===== src/rtl/fifo_wr_arbiter_pkg.sv =====
// Shared definitions for the FIFO write-port arbiter.
//   state_e : arbiter FSM encoding (IDLE / OWNED)
//   clog2   : ceiling log2, floored at 1 so the result is always a legal width
package fifo_wr_arbiter_pkg;

  typedef enum logic {
    ST_IDLE  = 1'b0,
    ST_OWNED = 1'b1
  } state_e;

  function automatic int clog2(input int n);
    int r;
    r = 0;
    for (int i = 0; i < 31; i++)
      if ((1 << i) < n) r = i + 1;
    return (r < 1) ? 1 : r;
  endfunction

endpackage


===== src/rtl/rr_priority_pick.sv =====
// Combinational rotating-priority encoder.
//   req_valid_i : per-requester request bits
//   rr_ptr_i    : index holding highest priority (must be < N_REQ)
//   any_valid_o : at least one request present
//   winner_o    : first valid index in order ptr, ptr+1, ..., N_REQ-1, 0, ...
module rr_priority_pick #(
  parameter int N_REQ    = 4,
  parameter int ID_WIDTH = 2
) (
  input  logic [N_REQ-1:0]    req_valid_i,
  input  logic [ID_WIDTH-1:0] rr_ptr_i,
  output logic                any_valid_o,
  output logic [ID_WIDTH-1:0] winner_o
);

  logic [N_REQ-1:0]  rot;
  logic [ID_WIDTH:0] off;
  logic [ID_WIDTH:0] sum;

  always_comb begin
    // Doubling the vector makes the right shift a rotation, so rot[k] is
    // the request k places after the pointer.
    rot = N_REQ'({req_valid_i, req_valid_i} >> rr_ptr_i);
    off = '0;
    // Scan downward so the smallest offset is the one left standing.
    for (int k = N_REQ - 1; k >= 0; k--)
      if (rot[k]) off = (ID_WIDTH + 1)'(k);
    // Modular add that works for non-power-of-two N_REQ.
    sum = {1'b0, rr_ptr_i} + off;
    if (sum >= (ID_WIDTH + 1)'(N_REQ)) sum = sum - (ID_WIDTH + 1)'(N_REQ);
    winner_o    = sum[ID_WIDTH-1:0];
    any_valid_o = |req_valid_i;
  end

endmodule


===== src/rtl/fifo_wr_arbiter.sv =====
// Shares one FIFO write port among N_REQ producers with round-robin
// arbitration and a bounded burst per grant.
//   clk, reset        : rising-edge clock, async active-low reset
//   req_valid/data    : per-requester word and its valid (data packed by index)
//   req_ack           : one-hot, word consumed this cycle (combinational)
//   fifo_full         : FIFO full flag; no write is issued while it is high
//   fifo_d_in/w_en    : FIFO write port
//   grant_id          : requester being served (tags the written word)
//   busy              : a requester currently owns the port
module fifo_wr_arbiter
  import fifo_wr_arbiter_pkg::*;
#(
  parameter int N_REQ     = 4,
  parameter int D_WIDTH   = 8,
  parameter int ID_WIDTH  = 2,
  parameter int BURST_MAX = 4
) (
  input  logic                     clk,
  input  logic                     reset,
  input  logic [N_REQ-1:0]         req_valid,
  input  logic [N_REQ*D_WIDTH-1:0] req_data,
  output logic [N_REQ-1:0]         req_ack,
  input  logic                     fifo_full,
  output logic [D_WIDTH-1:0]       fifo_d_in,
  output logic                     fifo_w_en,
  output logic [ID_WIDTH-1:0]      grant_id,
  output logic                     busy
);

  localparam int CW = clog2(BURST_MAX + 1);

  state_e              state_q, state_d;
  logic [ID_WIDTH-1:0] owner_q, owner_d;
  logic [ID_WIDTH-1:0] rr_ptr_q, rr_ptr_d;
  logic [CW-1:0]       burst_cnt_q, burst_cnt_d;

  logic                pick_any;
  logic [ID_WIDTH-1:0] pick_win;
  logic                own_valid;

  logic                w_en;
  logic [N_REQ-1:0]    ack;
  logic [D_WIDTH-1:0]  d_out;
  logic [ID_WIDTH-1:0] gid;

  rr_priority_pick #(
    .N_REQ    (N_REQ),
    .ID_WIDTH (ID_WIDTH)
  ) u_pick (
    .req_valid_i (req_valid),
    .rr_ptr_i    (rr_ptr_q),
    .any_valid_o (pick_any),
    .winner_o    (pick_win)
  );

  function automatic logic [ID_WIDTH-1:0] next_idx(input logic [ID_WIDTH-1:0] x);
    return (x == ID_WIDTH'(N_REQ - 1)) ? '0 : x + 1'b1;
  endfunction

  function automatic logic [D_WIDTH-1:0] sel_data(input logic [ID_WIDTH-1:0] sel,
                                                  input logic [N_REQ*D_WIDTH-1:0] d);
    logic [D_WIDTH-1:0] r;
    r = '0;
    for (int i = 0; i < N_REQ; i++)
      if (ID_WIDTH'(i) == sel) r = d[i*D_WIDTH +: D_WIDTH];
    return r;
  endfunction

  assign own_valid = |(req_valid & (N_REQ'(1) << owner_q));

  always_comb begin
    state_d     = state_q;
    owner_d     = owner_q;
    rr_ptr_d    = rr_ptr_q;
    burst_cnt_d = burst_cnt_q;
    w_en        = 1'b0;
    ack         = '0;
    d_out       = '0;
    gid         = '0;
    case (state_q)
      ST_IDLE: begin
        if (pick_any && !fifo_full) begin
          w_en  = 1'b1;
          ack   = N_REQ'(1) << pick_win;
          d_out = sel_data(pick_win, req_data);
          gid   = pick_win;
          if (BURST_MAX == 1) begin
            rr_ptr_d = next_idx(pick_win);
          end else begin
            state_d     = ST_OWNED;
            owner_d     = pick_win;
            burst_cnt_d = CW'(1);
          end
        end
      end
      ST_OWNED: begin
        gid = owner_q;
        if (!own_valid) begin
          // Owner went away: give up the port, costing one idle cycle.
          state_d     = ST_IDLE;
          rr_ptr_d    = next_idx(owner_q);
          burst_cnt_d = '0;
        end else if (!fifo_full) begin
          w_en        = 1'b1;
          ack         = N_REQ'(1) << owner_q;
          d_out       = sel_data(owner_q, req_data);
          burst_cnt_d = burst_cnt_q + 1'b1;
          // Burst exhausted: IDLE re-arbitrates and transfers in the same
          // cycle, so the handover itself costs no bubble.
          if (burst_cnt_d == CW'(BURST_MAX)) begin
            state_d     = ST_IDLE;
            rr_ptr_d    = next_idx(owner_q);
            burst_cnt_d = '0;
          end
        end
        // fifo_full with owner valid: hold, stall cycles are not counted.
      end
      default: state_d = ST_IDLE;
    endcase
  end

  always_ff @(posedge clk or negedge reset) begin
    if (!reset) begin
      state_q     <= ST_IDLE;
      owner_q     <= '0;
      rr_ptr_q    <= '0;
      burst_cnt_q <= '0;
    end else begin
      state_q     <= state_d;
      owner_q     <= owner_d;
      rr_ptr_q    <= rr_ptr_d;
      burst_cnt_q <= burst_cnt_d;
    end
  end

  // Outputs are combinational from the inputs, so gate them with reset to
  // keep the FIFO quiet the instant reset asserts.
  assign fifo_w_en = reset & w_en;
  assign req_ack   = ack & {N_REQ{reset}};
  assign fifo_d_in = d_out & {D_WIDTH{reset}};
  assign grant_id  = gid & {ID_WIDTH{reset}};
  assign busy      = reset & (state_q == ST_OWNED);

endmodule


===== config.mk =====
export PLATFORM = sky130hd
export DESIGN_NAME = fifo_wr_arbiter
export DESIGN_NICKNAME = d
export VERILOG_FILES = /design/src/rtl/fifo_wr_arbiter_pkg.sv /design/src/rtl/rr_priority_pick.sv /design/src/rtl/fifo_wr_arbiter.sv
export SDC_FILE = /design/constraint.sdc
export NUM_CORES = 1
export LEC_CHECK = 0
export ABC_AREA = 0
export ABC_CLOCK_PERIOD_IN_PS = 6800
export CAP_MARGIN = 10
export CORE_MARGIN = 8
export CORE_UTILIZATION = 46
export DETAILED_ROUTE_END_ITERATION = 7
export PLACE_DENSITY = 0.92
export SLEW_MARGIN = 20
export SYNTH_ARGS = -nofsm -noshare
export SYNTH_HDL_FRONTEND = slang
export SYNTH_SLANG_ARGS = --single-unit

===== constraint.sdc =====
create_clock -name clk -period 6.8 [get_ports clk]
set_input_delay 1.02 -clock clk [delete_from_list [all_inputs] [get_ports clk]]
set_output_delay 1.02 -clock clk [all_outputs]
set_load 0.02 [all_outputs]

==> results of run 1 <==
## final cells by class
cell class                      instances  share of cell area, %
Clock buffer                            3                   1.23
Inverter                                7                   1.44
Multi-Input combinational cell        143                   54.8
Sequential cell                         8                   10.9
Tap cell                               31                   2.12
Timing Repair Buffer                   54                   29.5
## synth_stat cells, drive strengths merged, types with 3 or more instances
master  number  share of area, %
a21oi        7               2.7
a221o       13                10
a22oi       12               6.9
and2        15               7.2
buf          5               3.6
clkbuf       7               2.0
dfrtp        8                15
ha           7               6.7
inv          7               2.0
nand2       22               6.5
nand3        3               1.2
nor2         5               1.4
nor2b        5               2.4
nor3         3               1.2
o211ai       4               2.3
o21a         3               1.7
o21ai       12               4.6
or4bb        3               2.6
## flip-flops by register name, indices dropped and copies added (netlist names)
signal,flops
state_q,1
owner_q,2
burst_cnt_q,3
rr_ptr_q,2
## critical path, cell delays in order
cell	delay [ns]
clkdlybuf4s50_1	0.62
inv_1	0.10
o21ai_0	0.17
a21oi_1	0.09
a21oi_1	0.13
a21oi_1	0.08
ha_1	0.23
xnor2_1	0.18
or3_1	0.47
and4b_1	0.36
a221o_1	0.38
a221o_1	0.26
clkdlybuf4s50_1	0.56
## per-layer routing
layer / up-vias / track usage (%) / part of all wire, %
met5: - / 0 / 0
met4: 0 / 2.51 / 0.43
met3: 2 / 2.15 / 4.4
met2: 40 / 26.4 / 51
met1: 687 / 19.6 / 45
li1: 743 / - / -
## cell families (layout without fill, tap and decap cells)
logic type,count (synthesis),after routing
flops,8,8
mux,3,3
simple gates,66,66
xor+xnor,2,2
compound gates,65,65
fa+ha+maj,7,7
buf+inv,19,64
## power groups by stage
stage	sequential, mW	combinational (mW)	clock [mW]
final	0.104	0.460	0.0368
after detailed placement	0.105	0.458	0
after CTS	0.104	0.460	0.0379
after floorplan	0.0870	0.344	0
after global routing	0.108	0.504	0.0400
after global placement	0.103	0.451	0
## path summary, 6_finish.rpt
| kind | startpoint | endpoint | slack [ns] | cells past startpoint |
|---|---|---|---|---|
| worst max-delay path | req_valid[1] | fifo_d_in[7] | 1.14 | 13 |
| worst min-delay path | burst_cnt_q[2] | burst_cnt_q[2] | 0.52 | 1 |
| worst max register to register | rr_ptr_q[1] | owner_q[1] | 4.24 | 10 |
| worst min register to register | burst_cnt_q[2] | burst_cnt_q[2] | 0.52 | 1 |
| max in group asynchronous | reset | owner_q[1] | 5.19 | 1 |
| min in group asynchronous | reset | burst_cnt_q[1] | 1.18 | 1 |
==> impl_results.html, run 1 <==
<table>
<tr><th>Metric</th><th>Value</th></tr>
<tr><th colspan="2">Outcome</th></tr>
<tr><td>Run status</td><td>complete, no violations</td></tr>
<tr><th colspan="2">Global route</th></tr>
<tr><td>Wire length of the first global-routing pass</td><td>6420 µm</td></tr>
<tr><td>Via count of the first global-routing pass</td><td>1,330</td></tr>
<tr><td>Overall track demand over capacity in global routing</td><td>15.3%</td></tr>
<tr><td>Grt total ovfl</td><td>0</td></tr>
<tr><td>Pin count of the biggest net entering global routing</td><td>21</td></tr>
<tr><td>Number of antenna violations at the first check in global routing</td><td>0</td></tr>
<tr><th colspan="2">Floorplanning</th></tr>
<tr><td>Starting Density</td><td>47.6%</td></tr>
<tr><td>Floorplan die area</td><td>4790 µm²</td></tr>
<tr><td>Count of pins on the block boundary</td><td>55</td></tr>
<tr><td>Die extent in x</td><td>69.2 µm</td></tr>
<tr><td># rows</td><td>19</td></tr>
<tr><td>Floorplan Core Area</td><td>2730 µm²</td></tr>
<tr><td>Chip Height</td><td>69.2 µm</td></tr>
<tr><th colspan="2">Timing</th></tr>
<tr><td>Worst clock skew</td><td>0.00338 ns</td></tr>
<tr><td>Slew Limit Headroom</td><td>54.8%</td></tr>
<tr><td>Final worst-path setup slack</td><td>1.14 ns</td></tr>
<tr><td>Clock period minus worst slack</td><td>5.66 ns</td></tr>
<tr><td>Setup repair after global routing missed its margin</td><td>no</td></tr>
<tr><td>Worst Tran Pin Value</td><td>0.675 ns</td></tr>
<tr><td>Number of slew-limit violations in the final report</td><td>0</td></tr>
<tr><td># setup viols final</td><td>0</td></tr>
<tr><td>Final number of hold-violating endpoints</td><td>0</td></tr>
<tr><td>Hold Slack</td><td>0.524 ns</td></tr>
<tr><td>Part of the cycle the worst path needs</td><td>83.3%</td></tr>
<tr><td>Final sum of negative setup slack</td><td>0 ns</td></tr>
<tr><td>F_max</td><td>0.177 GHz</td></tr>
<tr><th colspan="2">Clock tree</th></tr>
<tr><td>Hold-fix buffers at CTS</td><td>0</td></tr>
<tr><td>TritonCTS clock tree</td><td>yes</td></tr>
<tr><td>H-tree depth reported by CTS</td><td>1</td></tr>
<tr><td>Post-CTS Setup Repair Bufs</td><td>0</td></tr>
<tr><td>Clock Pin Slew Worst Setup and Hold Paths</td><td>0.05 ns</td></tr>
<tr><td>CTS root buf</td><td>clkbuf_4</td></tr>
<tr><td>Resize count post-CTS</td><td>0</td></tr>
<tr><td>CTS sink count</td><td>8</td></tr>
<tr><td>Total clock buffers created by CTS</td><td>3</td></tr>
<tr><td>Maximum count of clock buffers along a single path</td><td>2</td></tr>
<tr><td>Worst skew pair latency</td><td>0.25 ns</td></tr>
<tr><th colspan="2">Logic synthesis</th></tr>
<tr><td>Adder-Cell Fraction of Synth Area</td><td>6.73%</td></tr>
<tr><td>Synthesized Nets</td><td>216</td></tr>
<tr><td>Fraction of the mapped netlist area in compound gates</td><td>38.2%</td></tr>
<tr><td>Register bit count reported by yosys</td><td>8</td></tr>
<tr><td>Most common flop cell mapped by yosys</td><td>dfrtp_1</td></tr>
<tr><td>Area share of and/or/nand/nor cells after synthesis</td><td>28.4%</td></tr>
<tr><td>Post-Synth XOR/XNOR Area</td><td>1.35%</td></tr>
<tr><td>FFs w/ async S/R, synth</td><td>100%</td></tr>
<tr><td>Post-synth EDFFs</td><td>0</td></tr>
<tr><td>Post-synthesis sequential area ratio</td><td>15.4%</td></tr>
<tr><td>Synth unique cells</td><td>45</td></tr>
<tr><td>Dominant combinational cell family by area after synthesis</td><td>compound AO/OA/AOI/OAI gates</td></tr>
<tr><td>Fraction of synthesized area in multiplexers</td><td>2.40%</td></tr>
<tr><td>Mean cell area of the mapped netlist</td><td>7.65 µm²</td></tr>
<tr><td>Mapped Area</td><td>1300 µm²</td></tr>
<tr><td>Yosys warns</td><td>0</td></tr>
<tr><td>Post-synthesis cell count</td><td>170</td></tr>
<tr><th colspan="2">Detailed routing</th></tr>
<tr><td>Drt via density</td><td>5.98</td></tr>
<tr><td>Final WL</td><td>3990 µm</td></tr>
<tr><td>Residual DRC</td><td>0</td></tr>
<tr><td>Violation count after the first detailed-route iteration</td><td>123</td></tr>
<tr><td>Pre-Repair DR Iteration Count</td><td>4</td></tr>
<tr><td>Number of nets with antenna violations after detailed routing</td><td>0</td></tr>
<tr><td>Number of vias in the routed layout</td><td>1,472</td></tr>
<tr><td>Average wire length per cell after detail routing</td><td>16.2 µm</td></tr>
<tr><th colspan="2">Layout</th></tr>
<tr><td>Non-Filler Instances</td><td>246</td></tr>
<tr><td>Multi-input logic area</td><td>1000 µm²</td></tr>
<tr><td>Post-layout net count</td><td>263</td></tr>
<tr><td>Commonest non-fill, non-tap cells in the layout</td><td>clkdlybuf4s50_1, nand2_1, and2_1</td></tr>
<tr><td>Share of cells above drive strength 1</td><td>3.72%</td></tr>
<tr><td>Register area</td><td>200 µm²</td></tr>
<tr><td>Cell area after layout</td><td>1830 µm²</td></tr>
<tr><td>Most frequent standard cell in the layout excluding fill and tap cells</td><td>clkdlybuf4s50_1</td></tr>
<tr><td>Number of fill cells</td><td>231</td></tr>
<tr><td>Post-layout utilization of the core</td><td>67.0%</td></tr>
<tr><td>P&amp;R area growth vs syn</td><td>40.7%</td></tr>
<tr><td>Antenna Cells</td><td>0</td></tr>
<tr><th colspan="2">Worst setup path</th></tr>
<tr><td>Arr. time, crit path</td><td>4.64 ns</td></tr>
<tr><td>CP endpoint kind</td><td>output pin</td></tr>
<tr><td>Category of the most critical setup path</td><td>in -&gt; out</td></tr>
<tr><td>Largest fanout on the critical path</td><td>9</td></tr>
<tr><td>Worst setup SP type</td><td>input pin</td></tr>
<tr><td>Required time reported for the critical path endpoint</td><td>5.78 ns</td></tr>
<tr><th colspan="2">Pwr</th></tr>
<tr><td>Combinational group share of total power</td><td>76.5%</td></tr>
<tr><td>Flop pwr share</td><td>17.3%</td></tr>
<tr><td>Switching Fraction</td><td>50.3%</td></tr>
<tr><td>Internal power contribution</td><td>298 µW</td></tr>
<tr><td>Switching power summed over all nets</td><td>302 µW</td></tr>
<tr><td>Part of the total power dissipated in the clock network</td><td>6.1%</td></tr>
<tr><td>Leak pwr</td><td>0.726 nW</td></tr>
<tr><td>Maximum ir drop on the vdd rail</td><td>0.248 mV</td></tr>
<tr><td>Total Power</td><td>601 µW</td></tr>
<tr><td>Pwr/cell area</td><td>328 nW/µm²</td></tr>
<tr><th colspan="2">Placed design</th></tr>
<tr><td>Standard cell area after detailed placement</td><td>1810 µm²</td></tr>
<tr><td>RePlAce Congestion</td><td>0.857</td></tr>
<tr><td># placed instances</td><td>243</td></tr>
<tr><td>Estimated wirelength of the detail-placed design</td><td>3130 µm</td></tr>
<tr><td>Total of buffers placed on input and output ports</td><td>54</td></tr>
<tr><td>Setup Slack @ Placement</td><td>1.19 ns</td></tr>
<tr><th colspan="2">Flow run</th></tr>
<tr><td>Count of max-cap constraint violations</td><td>0</td></tr>
<tr><th colspan="2">Worst hold path</th></tr>
<tr><td>Min-Delay Path Class</td><td>reg -&gt; reg</td></tr>
</table>
Note: power is estimated with default switching activity, not from simulation.
==> inputs of run 2 (changes only) <==
--- a/config.mk
+++ b/config.mk
@@ -6,12 +6,12 @@
 export NUM_CORES = 1
 export LEC_CHECK = 0
 export ABC_AREA = 0
-export ABC_CLOCK_PERIOD_IN_PS = 6800
+export ABC_CLOCK_PERIOD_IN_PS = 5200
 export CAP_MARGIN = 10
 export CORE_MARGIN = 8
-export CORE_UTILIZATION = 46
+export CORE_UTILIZATION = 39
 export DETAILED_ROUTE_END_ITERATION = 7
-export PLACE_DENSITY = 0.92
+export PLACE_DENSITY = 0.83
 export SLEW_MARGIN = 20
 export SYNTH_ARGS = -nofsm -noshare
 export SYNTH_HDL_FRONTEND = slang
==> constraint.sdc (replaced) <==
create_clock -name clk -period 5.2 [get_ports clk]
set_input_delay 0.78 -clock clk [delete_from_list [all_inputs] [get_ports clk]]
set_output_delay 0.78 -clock clk [all_outputs]
set_load 0.02 [all_outputs]
==> impl_results.html, run 2 (same netlist as run 1, synthesis figures left out) <==
<table>
<tr><th>Metric</th><th>Value</th></tr>
<tr><th colspan="2">Outcome</th></tr>
<tr><td>Run status</td><td>complete, no violations</td></tr>
<tr><th colspan="2">Layout</th></tr>
<tr><td>P&amp;R area growth vs syn</td><td>46.2%</td></tr>
<tr><td>Share of cells above drive strength 1</td><td>6.76%</td></tr>
<tr><td>Non-Filler Instances</td><td>268</td></tr>
<tr><td>Largest register by flop count</td><td>burst_cnt_q</td></tr>
<tr><td>Post-layout net count</td><td>270</td></tr>
<tr><td>Most frequent standard cell in the layout excluding fill and tap cells</td><td>clkdlybuf4s50_1</td></tr>
<tr><td>Leading registers by flop count</td><td>burst_cnt_q (3), owner_q (2), rr_ptr_q (2)</td></tr>
<tr><td>Commonest non-fill, non-tap cells in the layout</td><td>clkdlybuf4s50_1, nand2_1, and2_1</td></tr>
<tr><td>Antenna Cells</td><td>0</td></tr>
<tr><td>Number of fill cells</td><td>313</td></tr>
<tr><td>Flip-flop count of the largest register after layout</td><td>3</td></tr>
<tr><th colspan="2">Worst setup path</th></tr>
<tr><td>Category of the most critical setup path</td><td>in -&gt; out</td></tr>
<tr><td>Critical path launch point</td><td>req_valid[2]</td></tr>
<tr><td>Endpoint of the most critical setup path</td><td>fifo_d_in[6]</td></tr>
<tr><td>Required time reported for the critical path endpoint</td><td>4.42 ns</td></tr>
<tr><td>Cells along the critical path</td><td>clkdlybuf4s50_1 -&gt; nand2_1 -&gt; a21oi_1 -&gt; nor2_1 -&gt; a211oi_1 -&gt; a21oi_1 -&gt; ha_1 -&gt; xnor2_1 -&gt; or3_1 -&gt; buf_4 -&gt; a31oi_1 -&gt; o21a_1 -&gt; a221o_1 -&gt; clkdlybuf4s50_1</td></tr>
<tr><td>Arr. time, crit path</td><td>4.15 ns</td></tr>
<tr><td>Worst setup SP type</td><td>input pin</td></tr>
<tr><td>Critical path's slowest cell</td><td>clkdlybuf4s50_1</td></tr>
<tr><td>CP endpoint kind</td><td>output pin</td></tr>
<tr><td>Largest fanout on the critical path</td><td>8</td></tr>
<tr><td>Capture point of the worst reg-to-reg path</td><td>owner_q[1]</td></tr>
<tr><td>Critical path depth</td><td>14</td></tr>
<tr><td>Slowest Stage Delay on Critical Path</td><td>0.60 ns</td></tr>
<tr><td>WP buf/inv</td><td>3</td></tr>
<tr><td>R2R Path Start</td><td>rr_ptr_q[1]</td></tr>
<tr><td>Worst Reg2Reg Path Length in Cells</td><td>11</td></tr>
<tr><td>Delay-heaviest family, CP</td><td>buffers and inverters</td></tr>
<tr><td>Setup slack on the worst flop-to-flop path</td><td>2.58 ns</td></tr>
<tr><th colspan="2">Clock tree</th></tr>
<tr><td>Maximum count of clock buffers along a single path</td><td>2</td></tr>
<tr><td>CTS root buf</td><td>clkbuf_4</td></tr>
<tr><td>Post-CTS Setup Repair Bufs</td><td>0</td></tr>
<tr><td>Resize count post-CTS</td><td>0</td></tr>
<tr><td>Worst skew pair latency</td><td>0.25 ns</td></tr>
<tr><td>CTS sink count</td><td>8</td></tr>
<tr><td>H-tree depth reported by CTS</td><td>1</td></tr>
<tr><td>Total clock buffers created by CTS</td><td>3</td></tr>
<tr><td>TritonCTS clock tree</td><td>yes</td></tr>
<tr><td>Clock Pin Slew Worst Setup and Hold Paths</td><td>0.05 ns</td></tr>
<tr><td>Hold-fix buffers at CTS</td><td>0</td></tr>
<tr><th colspan="2">Timing</th></tr>
<tr><td>F_max</td><td>0.203 GHz</td></tr>
<tr><td>Final sum of negative setup slack</td><td>0 ns</td></tr>
<tr><td>Slew Limit Headroom</td><td>55.7%</td></tr>
<tr><td>Setup repair after global routing missed its margin</td><td>no</td></tr>
<tr><td>Clock period minus worst slack</td><td>4.93 ns</td></tr>
<tr><td>Part of the cycle the worst path needs</td><td>94.9%</td></tr>
<tr><td>Worst clock skew</td><td>0.00214 ns</td></tr>
<tr><td>Worst Tran Pin Value</td><td>0.663 ns</td></tr>
<tr><td>Final number of hold-violating endpoints</td><td>0</td></tr>
<tr><td># setup viols final</td><td>0</td></tr>
<tr><td>Number of slew-limit violations in the final report</td><td>0</td></tr>
<tr><th colspan="2">Global route</th></tr>
<tr><td>Grt total ovfl</td><td>0</td></tr>
<tr><td>Number of antenna violations at the first check in global routing</td><td>0</td></tr>
<tr><td>Via count of the first global-routing pass</td><td>1,480</td></tr>
<tr><td>Wire length of the first global-routing pass</td><td>6910 µm</td></tr>
<tr><td>Pin count of the biggest net entering global routing</td><td>21</td></tr>
<tr><td>Overall track demand over capacity in global routing</td><td>15.5%</td></tr>
<tr><th colspan="2">Placed design</th></tr>
<tr><td>RePlAce Congestion</td><td>0.842</td></tr>
<tr><td>Estimated wirelength of the detail-placed design</td><td>3310 µm</td></tr>
<tr><td># placed instances</td><td>265</td></tr>
<tr><td>Total of buffers placed on input and output ports</td><td>54</td></tr>
<tr><th colspan="2">Detailed routing</th></tr>
<tr><td>Number of vias in the routed layout</td><td>1,498</td></tr>
<tr><td>Number of nets with antenna violations after detailed routing</td><td>0</td></tr>
<tr><td>Pre-Repair DR Iteration Count</td><td>4</td></tr>
<tr><td>Violation count after the first detailed-route iteration</td><td>105</td></tr>
<tr><td>Average wire length per cell after detail routing</td><td>15.7 µm</td></tr>
<tr><td>Final WL</td><td>4200 µm</td></tr>
<tr><td>Residual DRC</td><td>0</td></tr>
<tr><td>Drt via density</td><td>5.59</td></tr>
<tr><th colspan="2">Worst hold path</th></tr>
<tr><td>Min-Delay Path Class</td><td>reg -&gt; reg</td></tr>
<tr><th colspan="2">Pwr</th></tr>
<tr><td>Flop pwr share</td><td>17.1%</td></tr>
<tr><td>Switching power summed over all nets</td><td>402 µW</td></tr>
<tr><td>Internal power contribution</td><td>412 µW</td></tr>
<tr><td>Combinational group share of total power</td><td>77.0%</td></tr>
<tr><td>Pwr/cell area</td><td>428 nW/µm²</td></tr>
<tr><td>Maximum ir drop on the vdd rail</td><td>0.265 mV</td></tr>
<tr><td>Switching Fraction</td><td>49.4%</td></tr>
<tr><td>Part of the total power dissipated in the clock network</td><td>5.9%</td></tr>
<tr><td>Leak pwr</td><td>0.760 nW</td></tr>
<tr><th colspan="2">Floorplanning</th></tr>
<tr><td>Chip Height</td><td>73.8 µm</td></tr>
<tr><td>Starting Density</td><td>39.9%</td></tr>
<tr><td>Floorplan Core Area</td><td>3260 µm²</td></tr>
<tr><td>Count of pins on the block boundary</td><td>55</td></tr>
<tr><td>Floorplan die area</td><td>5440 µm²</td></tr>
<tr><td>Die extent in x</td><td>73.8 µm</td></tr>
<tr><td># rows</td><td>21</td></tr>
<tr><th colspan="2">Flow run</th></tr>
<tr><td>Count of max-cap constraint violations</td><td>0</td></tr>
</table>
[run 2: power by group through the flow]
stage,Combinational [mW],Sequential [mW],Clock [mW]
after floorplan,0.450,0.114,0
after global placement,0.617,0.137,0
after detailed placement,0.626,0.140,0
after CTS,0.630,0.138,0.0489
after global routing,0.697,0.145,0.0499
final,0.628,0.139,0.0480
[run 2: per-layer routing]
metal  part of all wire [%]  track usage, %  up-vias
met3                    6.0            2.05        7
met4                    1.4            4.21        0
met2                     51            27.5       49
met5                      0               0        -
li1                       -               -      752
met1                     42            18.9      690
[run 2: worst min-delay path by stage]
stage	depth (start not counted)	slack, ns	start	end
2_1_floorplan	0	0.48	reset	burst_cnt_q[0]
3_3_place_gp	1	0.50	burst_cnt_q[2]	burst_cnt_q[2]
3_5_place_dp	1	0.50	burst_cnt_q[2]	burst_cnt_q[2]
4_1_cts	1	0.51	burst_cnt_q[2]	burst_cnt_q[2]
5_1_grt	1	0.54	burst_cnt_q[2]	burst_cnt_q[2]
6_report	1	0.51	burst_cnt_q[2]	burst_cnt_q[2]
[run 2: final cells by class]
type	instances	area, µm²	area share (%)
multi-input cells	143	1000	52.7
flip-flops and latches	8	200	10.5
repair buffers	61	593	31.2
well taps	46	57.6	3.03
clock buffers	3	22.5	1.18
inverters	7	26.3	1.38
[run 2: through the flow]
stage	cell area, µm²	power (mW)	utilization (%)	hold WS [ns]	setup slack (ns)
3_3_place_gp	1880	0.754	57.7	0.496	0.308
3_5_place_dp	1880	0.766	57.7	0.501	0.256
2_1_floorplan	1300	0.564	-	0.484	1.25
4_1_cts	1900	0.817	58.4	0.513	0.254
6_report	1900	0.815	58.4	0.511	0.266
5_1_grt	1900	0.893	58.4	0.542	0.00425
==> inputs of run 3 (changes only) <==
--- a/config.mk
+++ b/config.mk
@@ -6,12 +6,12 @@
 export NUM_CORES = 1
 export LEC_CHECK = 0
 export ABC_AREA = 0
-export ABC_CLOCK_PERIOD_IN_PS = 5200
 export CAP_MARGIN = 10
 export CORE_MARGIN = 8
 export CORE_UTILIZATION = 39
 export DETAILED_ROUTE_END_ITERATION = 7
 export PLACE_DENSITY = 0.83
+export SETUP_SLACK_MARGIN = 0.1
 export SLEW_MARGIN = 20
 export SYNTH_ARGS = -nofsm -noshare
 export SYNTH_HDL_FRONTEND = slang
==> impl_results.html, run 3 (same netlist as run 1, synthesis figures left out) <==
<table>
<tr><th>Metric</th><th>Value</th></tr>
<tr><th colspan="2">Outcome</th></tr>
<tr><td>Run status</td><td>complete, no violations</td></tr>
<tr><th colspan="2">Detailed routing</th></tr>
<tr><td>Met2 Routed Length</td><td>2160 µm</td></tr>
<tr><td>Pre-Repair DR Iteration Count</td><td>4</td></tr>
<tr><td>Number of nets with antenna violations after detailed routing</td><td>0</td></tr>
<tr><td>Final WL</td><td>4240 µm</td></tr>
<tr><td>Average wire length per cell after detail routing</td><td>15.8 µm</td></tr>
<tr><td>Residual DRC</td><td>0</td></tr>
<tr><td>Violation count after the first detailed-route iteration</td><td>121</td></tr>
<tr><td>Wire length on met3</td><td>276 µm</td></tr>
<tr><td>Highest routing layer actually used</td><td>met4</td></tr>
<tr><td>Number of vias in the routed layout</td><td>1,507</td></tr>
<tr><td>Metal1 wirelength</td><td>1760 µm</td></tr>
<tr><td>Drt via density</td><td>5.62</td></tr>
<tr><th colspan="2">Timing</th></tr>
<tr><td>Final number of hold-violating endpoints</td><td>0</td></tr>
<tr><td>F_max</td><td>0.207 GHz</td></tr>
<tr><td>Worst clock skew</td><td>0.00140 ns</td></tr>
<tr><td># setup viols final</td><td>0</td></tr>
<tr><td>Setup repair after global routing missed its margin</td><td>no</td></tr>
<tr><td>Part of the cycle the worst path needs</td><td>92.9%</td></tr>
<tr><td>Clock period minus worst slack</td><td>4.83 ns</td></tr>
<tr><td>Slew Limit Headroom</td><td>53.9%</td></tr>
<tr><td>Number of slew-limit violations in the final report</td><td>0</td></tr>
<tr><td>Worst Tran Pin Value</td><td>0.690 ns</td></tr>
<tr><td>Hold Slack</td><td>0.510 ns</td></tr>
<tr><td>Final sum of negative setup slack</td><td>0 ns</td></tr>
<tr><th colspan="2">Clock tree</th></tr>
<tr><td>CTS sink count</td><td>8</td></tr>
<tr><td>Maximum count of clock buffers along a single path</td><td>2</td></tr>
<tr><td>CTS root buf</td><td>clkbuf_4</td></tr>
<tr><td>Total clock buffers created by CTS</td><td>3</td></tr>
<tr><td>Hold-fix buffers at CTS</td><td>0</td></tr>
<tr><td>H-tree depth reported by CTS</td><td>1</td></tr>
<tr><td>Resize count post-CTS</td><td>0</td></tr>
<tr><td>TritonCTS clock tree</td><td>yes</td></tr>
<tr><td>Worst skew pair latency</td><td>0.26 ns</td></tr>
<tr><td>Clock Pin Slew Worst Setup and Hold Paths</td><td>0.05 ns</td></tr>
<tr><td>Post-CTS Setup Repair Bufs</td><td>0</td></tr>
<tr><th colspan="2">Worst hold path</th></tr>
<tr><td>End point of the most critical hold path</td><td>burst_cnt_q[2]</td></tr>
<tr><td>Min-Delay Path Class</td><td>reg -&gt; reg</td></tr>
<tr><td>Min-Delay Startpoint</td><td>burst_cnt_q[2]</td></tr>
<tr><td>Hold Path Depth</td><td>1</td></tr>
<tr><th colspan="2">Worst setup path</th></tr>
<tr><td>CP endpoint kind</td><td>output pin</td></tr>
<tr><td>Capture point of the worst reg-to-reg path</td><td>owner_q[1]</td></tr>
<tr><td>Worst Reg2Reg Path Length in Cells</td><td>11</td></tr>
<tr><td>Arr. time, crit path</td><td>4.05 ns</td></tr>
<tr><td>Largest fanout on the critical path</td><td>7</td></tr>
<tr><td>Setup slack on the worst flop-to-flop path</td><td>2.57 ns</td></tr>
<tr><td>Worst setup SP type</td><td>input pin</td></tr>
<tr><td>Category of the most critical setup path</td><td>in -&gt; out</td></tr>
<tr><td>R2R Path Start</td><td>rr_ptr_q[1]</td></tr>
<tr><td>Required time reported for the critical path endpoint</td><td>4.42 ns</td></tr>
<tr><th colspan="2">Pwr</th></tr>
<tr><td>Pwr/cell area</td><td>424 nW/µm²</td></tr>
<tr><td>Total Power</td><td>814 µW</td></tr>
<tr><td>Leak pwr</td><td>0.865 nW</td></tr>
<tr><td>Maximum ir drop on the vdd rail</td><td>0.268 mV</td></tr>
<tr><th colspan="2">Layout</th></tr>
<tr><td>Largest register by flop count</td><td>burst_cnt_q</td></tr>
<tr><td>Cell area after layout</td><td>1920 µm²</td></tr>
<tr><td>Flip-flop count of the largest register after layout</td><td>3</td></tr>
<tr><td>Antenna Cells</td><td>0</td></tr>
<tr><td>Post-layout utilization of the core</td><td>58.9%</td></tr>
<tr><td>Share of cells above drive strength 1</td><td>7.66%</td></tr>
<tr><td>Most frequent standard cell in the layout excluding fill and tap cells</td><td>clkdlybuf4s50_1</td></tr>
<tr><td>Leading registers by flop count</td><td>burst_cnt_q (3), owner_q (2), rr_ptr_q (2)</td></tr>
<tr><td>Commonest non-fill, non-tap cells in the layout</td><td>clkdlybuf4s50_1, nand2_1, and2_1</td></tr>
<tr><td>Number of fill cells</td><td>312</td></tr>
<tr><td>P&amp;R area growth vs syn</td><td>47.5%</td></tr>
<tr><td>Post-layout net count</td><td>270</td></tr>
<tr><th colspan="2">Floorplanning</th></tr>
<tr><td>Floorplan Core Area</td><td>3260 µm²</td></tr>
<tr><td>Count of pins on the block boundary</td><td>55</td></tr>
<tr><td>Chip Height</td><td>73.8 µm</td></tr>
<tr><td># rows</td><td>21</td></tr>
<tr><td>Floorplan die area</td><td>5440 µm²</td></tr>
<tr><td>Die extent in x</td><td>73.8 µm</td></tr>
<tr><td>Starting Density</td><td>39.9%</td></tr>
<tr><th colspan="2">Placed design</th></tr>
<tr><td>RePlAce Congestion</td><td>0.842</td></tr>
<tr><td>Total of buffers placed on input and output ports</td><td>54</td></tr>
<tr><td>Estimated wirelength of the detail-placed design</td><td>3310 µm</td></tr>
<tr><td>Standard cell area after detailed placement</td><td>1880 µm²</td></tr>
<tr><th colspan="2">Global route</th></tr>
<tr><td>Pin count of the biggest net entering global routing</td><td>21</td></tr>
<tr><td>Number of antenna violations at the first check in global routing</td><td>0</td></tr>
<tr><td>Wire length of the first global-routing pass</td><td>6910 µm</td></tr>
<tr><td>Overall track demand over capacity in global routing</td><td>15.5%</td></tr>
<tr><td>Via count of the first global-routing pass</td><td>1,480</td></tr>
<tr><td>Grt total ovfl</td><td>0</td></tr>
<tr><th colspan="2">Flow run</th></tr>
<tr><td>Count of max-cap constraint violations</td><td>0</td></tr>
</table>
run 3: cell count changes in the layout (fill, tap and decap cells not counted):
cell and delta:
clkdlybuf4s50_1 -6, dlymetal6s2s_1 +6, and4b_1 -1, and4b_2 +1, o21a_1 -1, o21a_2 +1
run 3: how the worst max path moves through the flow:
stage,slack (ns),start,end
after floorplan,1.25,req_valid[1],fifo_d_in[0]
after detailed placement,0.26,req_valid[2],fifo_d_in[4]
after global placement,0.31,req_valid[2],fifo_d_in[4]
after global routing,0.11,req_valid[2],fifo_d_in[6]
final,0.37,req_valid[2],fifo_d_in[6]
after CTS,0.25,req_valid[2],fifo_d_in[4]
run 3: critical path: stages:
cell	delay, ns
clkdlybuf4s50_1	0.54
nand2_1	0.07
a21oi_1	0.15
nor2_1	0.05
a211oi_1	0.22
a21oi_1	0.07
ha_1	0.36
nor2b_1	0.43
nand2_1	0.21
a211o_2	0.35
o211ai_1	0.08
a221o_1	0.14
clkdlybuf4s50_1	0.60
run 3: routing by layer:
metal  vias up  track usage, %
met3         6            2.05
met2        57            27.5
met4         0            4.21
met1       694            18.9
li1        750               -
met5         -               0
run 3: layout make-up:
cell class              instances  area, µm²  area share [%]
well taps                      46       57.6            3.00
inverters                       7       26.3            1.37
repair buffers                 61        608            31.7
multi-input cells             143       1000            52.3
clock buffers                   3       22.5            1.17
flip-flops and latches          8        200            10.4
run 3: per-stage QoR:
| step | std cells | setup WS (ns) |
|---|---|---|
| 6_report | 268 | 0.371 |
| 5_1_grt | 268 | 0.113 |
| 4_1_cts | 268 | 0.254 |
| 3_5_place_dp | 265 | 0.256 |
| 3_3_place_gp | 265 | 0.308 |
| 2_1_floorplan | 170 | 1.25 |
run 3: where the power goes:
part | internal [mW] | leakage, nW | switching [mW] | total, mW
combinational | 0.292 | 0.751 | 0.334 | 0.626
clock | 0.0265 | 0.0138 | 0.0219 | 0.0483
sequential | 0.0910 | 0.0997 | 0.0486 | 0.140
